<file path="src/rtl/serial_link_arbiter_pkg.sv">
// Shared definitions for the serial link arbiter: FSM state codes and the
// helper that sizes requester index fields.
package serial_arb_pkg;

  typedef logic [1:0] state_t;

  localparam state_t IDLE  = 2'd0;
  localparam state_t SHIFT = 2'd1;
  localparam state_t PAR   = 2'd2;
  localparam state_t GAP   = 2'd3;

  // Requester index width; never narrower than one bit.
  function automatic int id_width(input int n);
    return (n < 2) ? 1 : $clog2(n);
  endfunction

endpackage

</file>
<file path="src/rtl/serial_link_arbiter_rr_arbiter.sv">
// Round-robin grant picker: first asserted request at or after ptr,
// wrapping around. Purely combinational.
module rr_arbiter
  import serial_arb_pkg::*;
#(
  parameter int N_REQ = 4
) (
  input  logic [N_REQ-1:0]           req,
  input  logic [id_width(N_REQ)-1:0] ptr,
  output logic [N_REQ-1:0]           grant,
  output logic [id_width(N_REQ)-1:0] idx,
  output logic                       any
);

  localparam int IW = id_width(N_REQ);

  logic [IW-1:0] cand;

  // Scan requesters starting at ptr and take the first one found.
  always_comb begin
    grant = '0;
    idx   = '0;
    any   = 1'b0;
    cand  = '0;
    for (int k = 0; k < N_REQ; k++) begin
      cand = IW'((int'(ptr) + k) % N_REQ);
      if (!any && req[cand]) begin
        any         = 1'b1;
        idx         = cand;
        grant[cand] = 1'b1;
      end
    end
  end

endmodule

</file>
<file path="src/rtl/serial_link_arbiter.sv">
// Serial link arbiter: round-robin shares one registered serial line among
// N_REQ word requesters, shifting each granted word out MSB-first with a
// frame_sync marker on the first bit and GAP_CYCLES idle cycles after it.
// Optional feature: define SERIAL_ARB_PARITY_EN to append an even-parity bit
// after each payload.
module serial_link_arbiter
  import serial_arb_pkg::*;
#(
  parameter int N_REQ      = 4,
  parameter int WIDTH      = 8,
  parameter int GAP_CYCLES = 1
) (
  input  logic                       clk,
  input  logic                       rst,
  input  logic [N_REQ-1:0]           req_valid,
  input  logic [N_REQ*WIDTH-1:0]     req_data,
  output logic [N_REQ-1:0]           req_ready,
  output logic                       serial_out,
  output logic                       frame_sync,
  output logic [id_width(N_REQ)-1:0] active_id,
  output logic                       busy
);

  localparam int IW = id_width(N_REQ);
  localparam int BW = $clog2(WIDTH + 1);
  localparam int GW = (GAP_CYCLES > 0) ? $clog2(GAP_CYCLES + 1) : 1;

  localparam logic [BW-1:0] LAST_BIT = BW'(WIDTH - 1);
  localparam logic [GW-1:0] LAST_GAP = GW'((GAP_CYCLES > 0) ? GAP_CYCLES - 1 : 0);

  // Where the FSM goes once the payload (and parity, if built) is out.
  localparam state_t AFTER_PAYLOAD = (GAP_CYCLES > 0) ? GAP : IDLE;
`ifdef SERIAL_ARB_PARITY_EN
  localparam state_t AFTER_SHIFT = PAR;
`else
  localparam state_t AFTER_SHIFT = AFTER_PAYLOAD;
`endif

  state_t           state;
  logic [IW-1:0]    ptr;
  logic [WIDTH-1:0] shreg;
  logic [BW-1:0]    bit_cnt;
  logic [GW-1:0]    gap_cnt;
  logic [WIDTH-1:0] words [N_REQ];
  logic [N_REQ-1:0] grant;
  logic [IW-1:0]    grant_idx;
  logic             grant_any;
`ifdef SERIAL_ARB_PARITY_EN
  logic             par_bit;
`endif

  rr_arbiter #(.N_REQ(N_REQ)) u_rr (
    .req   (req_valid),
    .ptr   (ptr),
    .grant (grant),
    .idx   (grant_idx),
    .any   (grant_any)
  );

  // Unpack the flat data bus so the granted word can be picked by index.
  always_comb begin
    for (int k = 0; k < N_REQ; k++) begin
      words[k] = req_data[k*WIDTH +: WIDTH];
    end
  end

  // Accept pulse is only offered while idle and out of reset.
  assign req_ready = (!rst && state == IDLE) ? grant : '0;

  // Frame sequencer: grant/capture, shift payload, optional parity, gap.
  always_ff @(posedge clk) begin
    if (rst) begin
      state      <= IDLE;
      ptr        <= '0;
      shreg      <= '0;
      bit_cnt    <= '0;
      gap_cnt    <= '0;
      active_id  <= '0;
      busy       <= 1'b0;
      serial_out <= 1'b0;
      frame_sync <= 1'b0;
`ifdef SERIAL_ARB_PARITY_EN
      par_bit    <= 1'b0;
`endif
    end else begin
      serial_out <= 1'b0;
      frame_sync <= 1'b0;
      case (state)
        IDLE: begin
          if (grant_any) begin
            shreg     <= words[grant_idx];
            active_id <= grant_idx;
            ptr       <= (grant_idx == IW'(N_REQ - 1)) ? '0 : grant_idx + 1'b1;
            busy      <= 1'b1;
            bit_cnt   <= '0;
            state     <= SHIFT;
`ifdef SERIAL_ARB_PARITY_EN
            par_bit   <= ^words[grant_idx];
`endif
          end
        end
        SHIFT: begin
          serial_out <= shreg[WIDTH-1];
          shreg      <= {shreg[WIDTH-2:0], 1'b0};
          frame_sync <= (bit_cnt == '0);
          if (bit_cnt == LAST_BIT) begin
            gap_cnt <= '0;
            state   <= AFTER_SHIFT;
            busy    <= (AFTER_SHIFT != IDLE);
          end else begin
            bit_cnt <= bit_cnt + 1'b1;
          end
        end
`ifdef SERIAL_ARB_PARITY_EN
        PAR: begin
          serial_out <= par_bit;
          gap_cnt    <= '0;
          state      <= AFTER_PAYLOAD;
          busy       <= (AFTER_PAYLOAD != IDLE);
        end
`endif
        GAP: begin
          if (gap_cnt == LAST_GAP) begin
            state <= IDLE;
            busy  <= 1'b0;
          end else begin
            gap_cnt <= gap_cnt + 1'b1;
          end
        end
        default: begin
          state <= IDLE;
          busy  <= 1'b0;
        end
      endcase
    end
  end

endmodule

</file>
<file path="config.mk">
export PLATFORM = sky130hd
export DESIGN_NAME = serial_link_arbiter
export DESIGN_NICKNAME = d
export VERILOG_FILES = /design/src/rtl/serial_link_arbiter_pkg.sv /design/src/rtl/serial_link_arbiter_rr_arbiter.sv /design/src/rtl/serial_link_arbiter.sv
export SDC_FILE = /design/constraint.sdc
export NUM_CORES = 1
export LEC_CHECK = 0
export BUFFER_PORTS_ARGS = -buffer_cell sky130_fd_sc_hd__buf_4
export CAP_MARGIN = 20
export CORE_MARGIN = 1.5
export CORE_UTILIZATION = 56
export DETAILED_ROUTE_END_ITERATION = 8
export PLACE_DENSITY_LB_ADDON = 0.08
export REMOVE_ABC_BUFFERS = 1
export SKIP_LAST_GASP = 1
export SLEW_MARGIN = 15
export SYNTH_ARGS = -nofsm -noshare
export SYNTH_HDL_FRONTEND = slang
export SYNTH_HIERARCHICAL = 1
export SYNTH_SLANG_ARGS = --single-unit
</file>
<file path="constraint.sdc">
create_clock -name clk -period 4.5 [get_ports clk]
set_input_delay 0.225 -clock clk [delete_from_list [all_inputs] [get_ports clk]]
set_output_delay 0.225 -clock clk [all_outputs]
set_load 0.005 [all_outputs]
</file>
==> impl_metrics.tcl <==
set metrics [dict create \
    status "completed" \
    die_h_um 57.0 \
    numCtsBuffers 3 \
    yosysSeqAreaShare_pct 24.5 \
    hold_path.class "input pin to flop" \
    ff2ff_path_depth 10 \
    io_pins 47 \
    fin_skew_ns 0.00276 \
    core.rowCount 19 \
    fin_util_pct 72.9 \
    dpl_cell_area_um2 1960 \
    route.detailed.drc 0 \
    dieArea_um2 3250 \
    drv_slew 0 \
    die_width_um 57.0 \
    p_seq_share_pct 25.5 \
    layout-drive-gt1-share_pct 35.3 \
    nets 268 \
    synthCells 182 \
    hold_depth 2 \
    gp_congestion 0.870 \
    cp_max_fo 18 \
    path_class "flop to flop" \
    r2r_slack_ns 1.22 \
    grt_use_total_pct 23.6 \
    clk_path_buf_depth 2 \
    clockPowerShare_pct 14.2 \
    first_pass_iters 4 \
    synth_cell_type_count 38 \
    power_switching_mw 0.412 \
    root_buffer "clkbuf_4" \
    via_count 1539 \
    r2r-end "shreg[0]" \
    vias_per_cell 6.11 \
    cts_tree "yes" \
    diodes 0 \
    post_drt_wl_per_cell_um 14.4 \
    hp-start "rst" \
    cellLeakagePower_nw 0.809 \
    start_util_pct 59.2 \
    numPortBuffers 46 \
    max_freq_mhz 305 \
    end_kind "flop" \
    finalSetupViolCount 0 \
    synth_seq_cells 20 \
    cap_violations 0 \
    switching_share_pct 39.0 \
    hold_end "bit_cnt[1]" \
    powerDensity_nw_per_um2 525 \
    htree_levels 1 \
    design_area_um2 2010 \
    worst_skew_pair.late_latency_ns 0.31 \
    rsz0062_at_grt "false" \
    tns_ns 0 \
    comb_power_share_pct 60.3 \
    cp-start-kind "flop" \
    required_ns 4.71 \
    internal_power_mw 0.644 \
    grt_max_degree 21 \
    gr-total-overflow 0 \
    layout_commonest_cell "buf_4" \
    dp_slack_ns 1.24 \
    worstPathArrival_ns 3.49 \
    ir_drop_mv 0.384 \
    grt_pass1_vias 1437 \
    avgSynthCellArea_um2 8.96 \
    routed_wl_um 3640 \
    setup_ws_ns 1.22 \
    post_cts_buffers 0 \
    syn_to_final_growth_pct 23.2 \
    holdBufCountCts 0 \
    cts_resized 0 \
    drt_iter0_drc 96 \
    ant_nets 0 \
    yosysWarnings 6 \
    final_cell_mix "buf_4, dfxtp_1, o21ai_0" \
    tightest_slew_ns 0.753 \
    rr_startpoint "ptr[0]" \
    min_period_ns 3.28 \
    hpwl_um 2640 \
    clk_transition_reported_paths_ns 0.12 \
    core_um2 2760 \
    syn_area_um2 1630 \
    fin_crit_sh_pct 72.9 \
    grt_pass1_wl_um 6250 \
    hold_viol 0 \
    antenna_found_initial 0 \
    slew-limit-headroom_pct 49.8 \
    clock_sinks 20 \
]
## worst max-delay path by stage
stage	startpoint	end	cells after the start
6_report	ptr[0]	shreg[0]	10
5_1_grt	ptr[0]	shreg[0]	8
4_1_cts	ptr[0]	shreg[0]	8
3_5_place_dp	ptr[0]	shreg[0]	10
3_3_place_gp	ptr[0]	shreg[0]	10
2_1_floorplan	ptr[0]	shreg[0]	8
## critical path, cell delays in order, from the launching register on
cell and delay (ns):
dfxtp_1 0.66, inv_1 0.16, ha_1 0.39, mux4_2 0.44, and2b_2 0.30, o21ai_0 0.10, o31ai_2 0.10, buf_4 0.29
mux4_2 0.52, a22oi_1 0.16, nor2_1 0.05
## registers in the layout, summed over array words and instances, names as in the netlist
signal	cells
active_id	2
bit_cnt	4
busy	1
frame_sync	1
ptr	2
serial_out	1
shreg	8
state	1
## area by class of cell
class,count,area (µm²)
clock buffer,3,22.5
multi-input combinational,143,1140
clock inverter,1,30.0
sequential,20,400
tap,31,38.8
timing repair buffer,47,353
inverter,7,26.3
fill,224,747
## cells in the mapped netlist
master	instances	area [µm²]
a22oi_1	9	67.6
a31oi_1	7	43.8
mux2i_1	2	20.0
mux4_1	2	52.6
and4b_4	1	13.8
or4_1	2	15.0
o21ai_0	19	95.1
nor2_1	6	22.5
nor3_1	2	10.0
mux2_2	16	180
buf_2	2	10.0
or4b_1	1	10.0
o211ai_1	1	7.51
a32o_1	1	10.0
buf_6	3	33.8
nand2_1	5	18.8
ha_1	8	100
a211oi_2	1	12.5
nor4_1	3	18.8
nor4b_4	1	23.8
nand2b_1	12	75.1
xor2_1	1	8.76
dfxtp_1	20	400
and2_1	4	25.0
o21ba_2	1	10.0
and2b_2	1	8.76
o21bai_4	1	18.8
nand3_1	8	40.0
buf_1	1	3.75
nand3b_1	7	52.6
o31ai_1	1	7.51
a21oi_1	14	70.1
nor3b_1	1	7.51
clkbuf_1	6	22.5
inv_1	7	26.3
o311ai_0	1	8.76
mux4_2	3	67.6
nor3b_2	1	12.5
## layer usage
layer / GRT usage (%) / routed length (µm)
met5: 0 / 0
met4: 8.64 / 61
met3: 2.27 / 115
met2: 41.7 / 1900
met1: 29.9 / 1570
## kinds of logic after synthesis
| logic type | after synthesis | synth area share (%) |
|---|---|---|
| AOI/OAI and AO/OA | 56 | 21.5 |
| and+or+nand+nor | 55 | 21.7 |
| muxes | 23 | 19.6 |
| DFF | 20 | 24.5 |
| buffers and inverters | 19 | 5.90 |
| adders and majority gates | 8 | 6.14 |
| xor gates and xnor gates | 1 | 0.537 |
## power groups by stage
stage	Sequential (mW)	Combinational, mW	Clock (mW)
2_1_floorplan	0.263	0.482	0
3_3_place_gp	0.273	0.616	0
3_5_place_dp	0.273	0.634	0
4_1_cts	0.269	0.639	0.150
5_1_grt	0.277	0.703	0.159
6_report	0.269	0.637	0.150
## metrics by stage
step	hold WS [ns]	std cells	power [mW]
floorplan	0.294	170	0.744
global placement	0.468	248	0.889
detailed placement	0.474	248	0.907
CTS	0.190	252	1.06
global route	0.192	252	1.14
finish	0.197	252	1.06
Power figures use the tool's default switching activity.
